==> src/rtl/pcie_cfg_pkg.sv <==
// Shared definitions for the PCIe configuration completion tracker:
// completion status codes, RC descriptor field positions and helpers.
package pcie_cfg_pkg;

  typedef enum logic [2:0] {
    CPL_SC  = 3'b000,
    CPL_UR  = 3'b001,
    CPL_CRS = 3'b010,
    CPL_CA  = 3'b100
  } cpl_status_e;

  localparam int unsigned FMT_BIT    = 30;
  localparam int unsigned STATUS_LSB = 43;
  localparam int unsigned TAG_LSB    = 64;
  localparam int unsigned REQ_ID_LSB = 72;
  localparam int unsigned DATA_LSB   = 96;
  localparam int unsigned SOP_BIT    = 32;

  function automatic logic [3:0] popcount8(input logic [7:0] v);
    logic [3:0] n;
    n = '0;
    for (int unsigned i = 0; i < 8; i++) n = n + {3'b000, v[i]};
    return n;
  endfunction

endpackage

==> src/rtl/pcie_cfg_tag_timer.sv <==
// Per-tag timeout counter: loads on issue, counts down once per cycle and
// holds at zero, where it reports expiry.
module pcie_cfg_tag_timer #(
  parameter int unsigned TIMEOUT_CYCLES = 50000
) (
  input  logic user_clk,
  input  logic reset_n,
  input  logic load,
  output logic expired
);

  localparam int unsigned CW = $clog2(TIMEOUT_CYCLES + 1);

  logic [CW-1:0] count;

  always_ff @(posedge user_clk or negedge reset_n) begin
    if (!reset_n) begin
      count <= '0;
    end else if (load) begin
      count <= CW'(TIMEOUT_CYCLES);
    end else if (count != '0) begin
      count <= count - 1'b1;
    end
  end

  assign expired = (count == '0);

endmodule

==> src/rtl/pcie_cfg_cpl_tracker.sv <==
// Tracks outstanding PCIe configuration requests by tag, matches completions
// on the RC stream, reports results/timeouts and forwards the stream.
module pcie_cfg_cpl_tracker
  import pcie_cfg_pkg::*;
#(
  parameter logic [15:0] REQUESTER_ID        = 16'h10EE,
  parameter int unsigned AXI4_RC_TUSER_WIDTH = 75,
  parameter int unsigned C_DATA_WIDTH        = 128,
  parameter int unsigned KEEP_WIDTH          = C_DATA_WIDTH / 32,
  parameter int unsigned NUM_TAGS            = 4,
  parameter int unsigned TIMEOUT_CYCLES      = 50000,
  parameter int unsigned EXTRA_PIPELINE      = 1
) (
  input  logic                           user_clk,
  input  logic                           reset_n,
  input  logic [C_DATA_WIDTH-1:0]        rport_m_axis_rc_tdata,
  input  logic [KEEP_WIDTH-1:0]          rport_m_axis_rc_tkeep,
  input  logic                           rport_m_axis_rc_tlast,
  input  logic                           rport_m_axis_rc_tvalid,
  input  logic [AXI4_RC_TUSER_WIDTH-1:0] rport_m_axis_rc_tuser,
  output logic                           rport_m_axis_rc_tready,
  output logic [C_DATA_WIDTH-1:0]        usr_m_axis_rc_tdata,
  output logic [KEEP_WIDTH-1:0]          usr_m_axis_rc_tkeep,
  output logic                           usr_m_axis_rc_tlast,
  output logic                           usr_m_axis_rc_tvalid,
  output logic [AXI4_RC_TUSER_WIDTH-1:0] usr_m_axis_rc_tuser,
  input  logic                           config_mode,
  input  logic                           icq_full,
  input  logic                           req_valid,
  input  logic [2:0]                     req_tag,
  output logic                           req_err,
  output logic                           res_valid,
  output logic [2:0]                     res_tag,
  output logic                           res_sc,
  output logic                           res_ur,
  output logic                           res_crs,
  output logic                           res_ca,
  output logic                           res_timeout,
  output logic [31:0]                    res_data,
  output logic                           cpl_mismatch,
  output logic [3:0]                     outstanding
);

  localparam logic [7:0] TAG_LIMIT8 = 8'(NUM_TAGS);
  localparam logic [3:0] TAG_LIMIT4 = 4'(NUM_TAGS);

  logic                           accept;
  logic                           chk_valid;
  logic [C_DATA_WIDTH-1:0]        chk_data;
  logic [KEEP_WIDTH-1:0]          chk_keep;
  logic                           chk_last;
  logic [AXI4_RC_TUSER_WIDTH-1:0] chk_user;

  assign rport_m_axis_rc_tready = ~icq_full;
  assign accept = rport_m_axis_rc_tvalid & ~icq_full;

  if (EXTRA_PIPELINE != 0) begin : g_chk_reg
    always_ff @(posedge user_clk or negedge reset_n) begin
      if (!reset_n) begin
        chk_valid <= 1'b0;
        chk_data  <= '0;
        chk_keep  <= '0;
        chk_last  <= 1'b0;
        chk_user  <= '0;
      end else begin
        chk_valid <= accept;
        chk_data  <= rport_m_axis_rc_tdata;
        chk_keep  <= rport_m_axis_rc_tkeep;
        chk_last  <= rport_m_axis_rc_tlast;
        chk_user  <= rport_m_axis_rc_tuser;
      end
    end
  end else begin : g_chk_bypass
    assign chk_valid = accept;
    assign chk_data  = rport_m_axis_rc_tdata;
    assign chk_keep  = rport_m_axis_rc_tkeep;
    assign chk_last  = rport_m_axis_rc_tlast;
    assign chk_user  = rport_m_axis_rc_tuser;
  end

  always_ff @(posedge user_clk or negedge reset_n) begin
    if (!reset_n) begin
      usr_m_axis_rc_tvalid <= 1'b0;
      usr_m_axis_rc_tdata  <= '0;
      usr_m_axis_rc_tkeep  <= '0;
      usr_m_axis_rc_tlast  <= 1'b0;
      usr_m_axis_rc_tuser  <= '0;
    end else begin
      usr_m_axis_rc_tvalid <= chk_valid & ~config_mode;
      usr_m_axis_rc_tdata  <= chk_data;
      usr_m_axis_rc_tkeep  <= chk_keep;
      usr_m_axis_rc_tlast  <= chk_last;
      usr_m_axis_rc_tuser  <= chk_user;
    end
  end

  // Tag vectors are fixed at 8 bits so the 3-bit tag indexes them directly;
  // bits at or above NUM_TAGS can never be set.
  logic [7:0] busy, busy_next, set_vec, clr_vec, tmr_exp, exp_vec;
  logic       is_cpl, cpl_hit, issue_ok, exp_any, found;
  logic [7:0] cpl_tag;
  logic [2:0] cpl_status, exp_idx;

  for (genvar i = 0; i < 8; i++) begin : g_tag
    if (i < NUM_TAGS) begin : g_tmr
      pcie_cfg_tag_timer #(
        .TIMEOUT_CYCLES(TIMEOUT_CYCLES)
      ) u_tmr (
        .user_clk(user_clk),
        .reset_n (reset_n),
        .load    (set_vec[i]),
        .expired (tmr_exp[i])
      );
    end else begin : g_none
      assign tmr_exp[i] = 1'b0;
    end
  end

  always_comb begin
    is_cpl     = chk_valid & chk_user[SOP_BIT] & chk_data[FMT_BIT];
    cpl_tag    = chk_data[TAG_LSB +: 8];
    cpl_status = chk_data[STATUS_LSB +: 3];
    cpl_hit    = is_cpl && (chk_data[REQ_ID_LSB +: 16] == REQUESTER_ID) &&
                 (cpl_tag < TAG_LIMIT8) && busy[cpl_tag[2:0]];
    issue_ok   = req_valid && ({1'b0, req_tag} < TAG_LIMIT4) && !busy[req_tag];

    exp_vec = busy & tmr_exp;
    exp_any = |exp_vec;
    exp_idx = '0;
    found   = 1'b0;
    for (int unsigned i = 0; i < 8; i++) begin
      if (exp_vec[i] && !found) begin
        exp_idx = 3'(i);
        found   = 1'b1;
      end
    end

    // Completion outranks expiry; an expired tag left unreported stays busy
    // with its timer parked at zero, so it reports on a later cycle.
    set_vec = issue_ok ? (8'b1 << req_tag) : '0;
    if (cpl_hit)      clr_vec = 8'b1 << cpl_tag[2:0];
    else if (exp_any) clr_vec = 8'b1 << exp_idx;
    else              clr_vec = '0;
    busy_next = (busy & ~clr_vec) | set_vec;
  end

  always_ff @(posedge user_clk or negedge reset_n) begin
    if (!reset_n) begin
      busy         <= '0;
      outstanding  <= '0;
      req_err      <= 1'b0;
      cpl_mismatch <= 1'b0;
      res_valid    <= 1'b0;
      res_tag      <= '0;
      res_sc       <= 1'b0;
      res_ur       <= 1'b0;
      res_crs      <= 1'b0;
      res_ca       <= 1'b0;
      res_timeout  <= 1'b0;
      res_data     <= '0;
    end else begin
      busy         <= busy_next;
      outstanding  <= popcount8(busy_next);
      req_err      <= req_valid & ~issue_ok;
      cpl_mismatch <= is_cpl & ~cpl_hit;
      res_valid    <= cpl_hit | exp_any;
      res_tag      <= cpl_hit ? cpl_tag[2:0] : exp_idx;
      res_sc       <= cpl_hit && (cpl_status == CPL_SC);
      res_ur       <= cpl_hit && (cpl_status == CPL_UR);
      res_crs      <= cpl_hit && (cpl_status == CPL_CRS);
      res_ca       <= cpl_hit && (cpl_status == CPL_CA);
      res_timeout  <= ~cpl_hit & exp_any;
      res_data     <= (cpl_hit && chk_keep[3]) ? chk_data[DATA_LSB +: 32] : '0;
    end
  end

endmodule

==> config.mk <==
export PLATFORM = sky130hd
export DESIGN_NAME = pcie_cfg_cpl_tracker
export DESIGN_NICKNAME = d
export VERILOG_FILES = /design/src/rtl/pcie_cfg_pkg.sv /design/src/rtl/pcie_cfg_tag_timer.sv /design/src/rtl/pcie_cfg_cpl_tracker.sv
export SDC_FILE = /design/constraint.sdc
export NUM_CORES = 1
export LEC_CHECK = 0
export BUFFER_PORTS_ARGS = -buffer_cell sky130_fd_sc_hd__buf_2
export CELL_PAD_IN_SITES_DETAIL_PLACEMENT = 1
export CELL_PAD_IN_SITES_GLOBAL_PLACEMENT = 1
export CORE_MARGIN = 3
export CORE_UTILIZATION = 45
export DETAILED_ROUTE_END_ITERATION = 7
export PLACE_DENSITY_LB_ADDON = 0.1
export SYNTH_ARGS = -nofsm -noshare
export SYNTH_HDL_FRONTEND = slang
export SYNTH_SLANG_ARGS = --single-unit
==> constraint.sdc <==
create_clock -name user_clk -period 10.8 [get_ports user_clk]
set_input_delay 1.62 -clock user_clk [delete_from_list [all_inputs] [get_ports user_clk]]
set_output_delay 1.62 -clock user_clk [all_outputs]
set_load 0.005 [all_outputs]
==> impl_metrics.tcl <==
set metrics [dict create \
    ys_seq_area_share_pct 83.5 \
    rows 68 \
    hold_class "reg -> reg" \
    cp_slowest_cell "nor4_2" \
    place_ws_ns 5.36 \
    path_cells "nor4b_1 -> nand4_1 -> nor4_2 -> buf_4 -> nor3_1 -> o21ai_0 -> fa_1 -> inv_1 -> fa_1 -> fa_1 -> inv_1 -> ha_1 -> inv_1 -> fa_1 -> xnor2_1" \
    path_class "reg -> reg" \
    min_period_ns 5.08 \
    drt-total-wl_um 49400 \
    slew_headroom_pct 27.2 \
    start_util_pct 46.1 \
    gp_congestion 0.841 \
    min_from "chk_data[89]" \
    synth_ff_type "dfrtp_1" \
    rsz0062_at_grt "no" \
    avgViaCountPerCell 4.96 \
    core_region_area_sq_mm 0.0349 \
    dpl.hpwl_um 34000 \
    vias 9832 \
    synth_edf_count 0 \
    io_buffer_count 473 \
    layout.nets 1699 \
    drive_gt1_share_pct 39.2 \
    clock_sinks 537 \
    min_path_cells 0 \
    r2r_slack_ns 5.72 \
    drc_errors 0 \
    synth_seq_cells 537 \
    drv_slew 0 \
    max_stage_delay_ns 0.63 \
    drtPass1Iterations 4 \
    syn_inst 955 \
    yosysWarnings 0 \
    antenna_found_initial 25 \
    grt_max_degree 194 \
    outcome "finished clean" \
    skew_ns 0.0271 \
    post-cts-setup-buffers 0 \
    numCtsBuffers 52 \
    hold_end "usr_m_axis_rc_tdata[89]" \
    cts_buffer_depth 3 \
    reg2regPathDepth 15 \
    cp_max_fo 39 \
    max_cap_viol_count 0 \
    ant_nets 0 \
    die_area_sq_mm 0.0381 \
    fin_ws_ns 5.72 \
    crit_top_cell "fa_1" \
    synthArstFlopShare_pct 100 \
    clock_latency_ns 0.60 \
    grt_overflow 0 \
    grt_pass1_wl_um 72500 \
    cts_tree "yes" \
    drtIter0Drc 333 \
    r2r-start "chk_data[66]" \
    cts_resized 0 \
    arrival_ns 5.55 \
    synth_cell_types 53 \
    powerDensity_mw_per_mm2 221 \
    crit_path_end_kind "flop" \
    tns_ns 0 \
    chipWidth_um 195 \
    clkSlewWorstSetupHoldPaths_ns 0.07 \
    timing.rr.end "outstanding[2]" \
    wl_per_cell_um 25.0 \
    syn_area_per_cell_sq_um 16.9 \
    fp.dieH_um 195 \
    worst_pin_slew_ns 1.09 \
    hold_violations 0 \
    finalCritPeriodShare_pct 47.1 \
    cts_hold_buf 0 \
    cts_root_buf "clkbuf_16" \
    setup_viol 0 \
    htreeDepth 2 \
    syn_to_final_growth_pct 30.8 \
    max_freq_ghz 0.197 \
    syn_nets 1187 \
    ir_drop_v 0.000173 \
    ios 474 \
    netlist_area_sq_mm 0.0161 \
    grt_usage_pct 25.7 \
    crit_required_ns 11.26 \
    startpoint_type "flop" \
    crit_start "chk_data[66]" \
    leakage_uw 0.0102 \
    grt_pass1_vias 11000 \
]
==> worst max path at each step <==
| stage | to | slack, ns | depth (start not counted) |
|---|---|---|---|
| after global placement | outstanding[2] | 5.39 | 13 |
| after CTS | outstanding[2] | 5.71 | 15 |
| after floorplan | outstanding[2] | 5.72 | 13 |
| final | outstanding[2] | 5.72 | 15 |
| after global routing | outstanding[2] | 5.32 | 13 |
| after detailed placement | outstanding[2] | 5.36 | 13 |
==> final cells by class <==
class	count	area, sq um
diodes	15	37.5
clock buffers	65	1450
flip-flops and latches	537	13400
repair buffers	482	2460
multi-input cells	370	2480
inverters	24	90.1
clock inverters	33	529
fillers	3391	13800
well taps	455	569
==> layer usage <==
layer / track usage [%] / part of all wire, %
met2: 44.6 / 53
met1: 28.8 / 36
met3: 8.59 / 6.9
met5: 0 / 0.28
met4: 12.0 / 3.6
==> synthesized netlist by cell type, types with 2 or more instances <==
cell | count | area, sq um
dfrtp_1 | 537 | 13400
nor2_1 | 54 | 203
xor2_1 | 37 | 324
and3_1 | 35 | 219
nand2_1 | 29 | 109
inv_1 | 24 | 90.1
clkbuf_1 | 23 | 86.3
nor4_1 | 17 | 106
nand4_1 | 16 | 100
o21ai_0 | 15 | 75.1
nand3_1 | 14 | 70.1
nor3_1 | 14 | 70.1
ha_1 | 11 | 138
a21oi_1 | 9 | 45.0
xnor2_1 | 9 | 78.8
nor2b_1 | 8 | 50.1
or3_1 | 8 | 50.1
nand2b_1 | 7 | 43.8
o211ai_1 | 7 | 52.6
nand3b_1 | 6 | 45.0
nor3b_1 | 6 | 45.0
nor4b_1 | 6 | 52.6
o41ai_1 | 6 | 52.6
nand4b_1 | 5 | 43.8
or4_1 | 5 | 37.5
fa_1 | 4 | 80.1
mux2_2 | 4 | 45.0
o21a_1 | 3 | 22.5
or3b_2 | 3 | 26.3
or4_4 | 3 | 33.8
a211oi_1 | 2 | 15.0
and2_0 | 2 | 12.5
and4b_1 | 2 | 20.0
mux2i_1 | 2 | 20.0
nor4bb_1 | 2 | 20.0
o21ai_1 | 2 | 10.0
or2_2 | 2 | 12.5
==> cells in the final DEF (no fill, tap or decap), drive strengths merged, types with 17 or more instances in the layout <==
| master | netlist | layout |
|---|---|---|
| xor2 | 37 | 37 |
| and3 | 35 | 35 |
| dfrtp | 537 | 537 |
| nor4 | 17 | 17 |
| nor2 | 54 | 54 |
| clkbuf | 24 | 65 |
| clkinv | 0 | 18 |
| o21ai | 17 | 17 |
| buf | 0 | 482 |
| nand2 | 29 | 29 |
| inv | 24 | 25 |
==> where the power goes <==
group          internal (uW)  leakage, uW  total, uW  switching (uW)
Sequential              2150      0.00627       2240            93.4
Combinational            147      0.00292        350             203
Clock                   1250     0.000977       2060             811
Total                   3550       0.0102       4650            1110
==> cell families (layout without fill, tap and decap cells) <==
kind of cell    Yosys count  after routing  share of synthesized area (%)
compound gates           53             53                           2.18
xor+xnor                 46             46                           2.50
fa+ha+maj                15             15                           1.35
buf+inv                  48            604                           1.13
flops                   537            537                           83.5
mux                       7              7                          0.544
other cells               1             16                         0.0233
simple gates            248            248                           8.78
==> flip-flops by register name, indices dropped and copies added (netlist names), 3 cells and up <==
signal	cells
chk_data	128
usr_m_axis_rc_tdata	128
chk_user	75
usr_m_axis_rc_tuser	75
g_tag.g_tmr.u_tmr.count	64
res_data	32
busy	8
chk_keep	4
outstanding	4
usr_m_axis_rc_tkeep	4
res_tag	3
==> metrics by stage <==
| step | cell area, sq um | hold WS [ns] | std cells | total power, uW | utilization, % |
|---|---|---|---|---|---|
| 6_report | 21100 | 0.338 | 1981 | 4650 | 60.4 |
| 5_1_grt | 21000 | 0.344 | 1979 | 4850 | 60.3 |
| 4_1_cts | 21000 | 0.343 | 1966 | 4700 | 60.2 |
| 3_5_place_dp | 19000 | 0.336 | 1868 | 2620 | 54.6 |
| 3_3_place_gp | 19000 | 0.331 | 1868 | 2600 | 54.6 |
| 2_1_floorplan | 16100 | 0.331 | 955 | 2420 | - |
==> critical path: cells and delay by family (launching register included) <==
| kind | cells | cell delay, ns |
|---|---|---|
| fa+ha+maj | 5 | 1.90 |
| simple gates | 4 | 1.48 |
| buf+inv | 4 | 0.67 |
| flops | 1 | 0.38 |
| compound gates | 1 | 0.37 |
| xor+xnor | 1 | 0.14 |
Note: power is estimated with default switching activity, not from simulation.
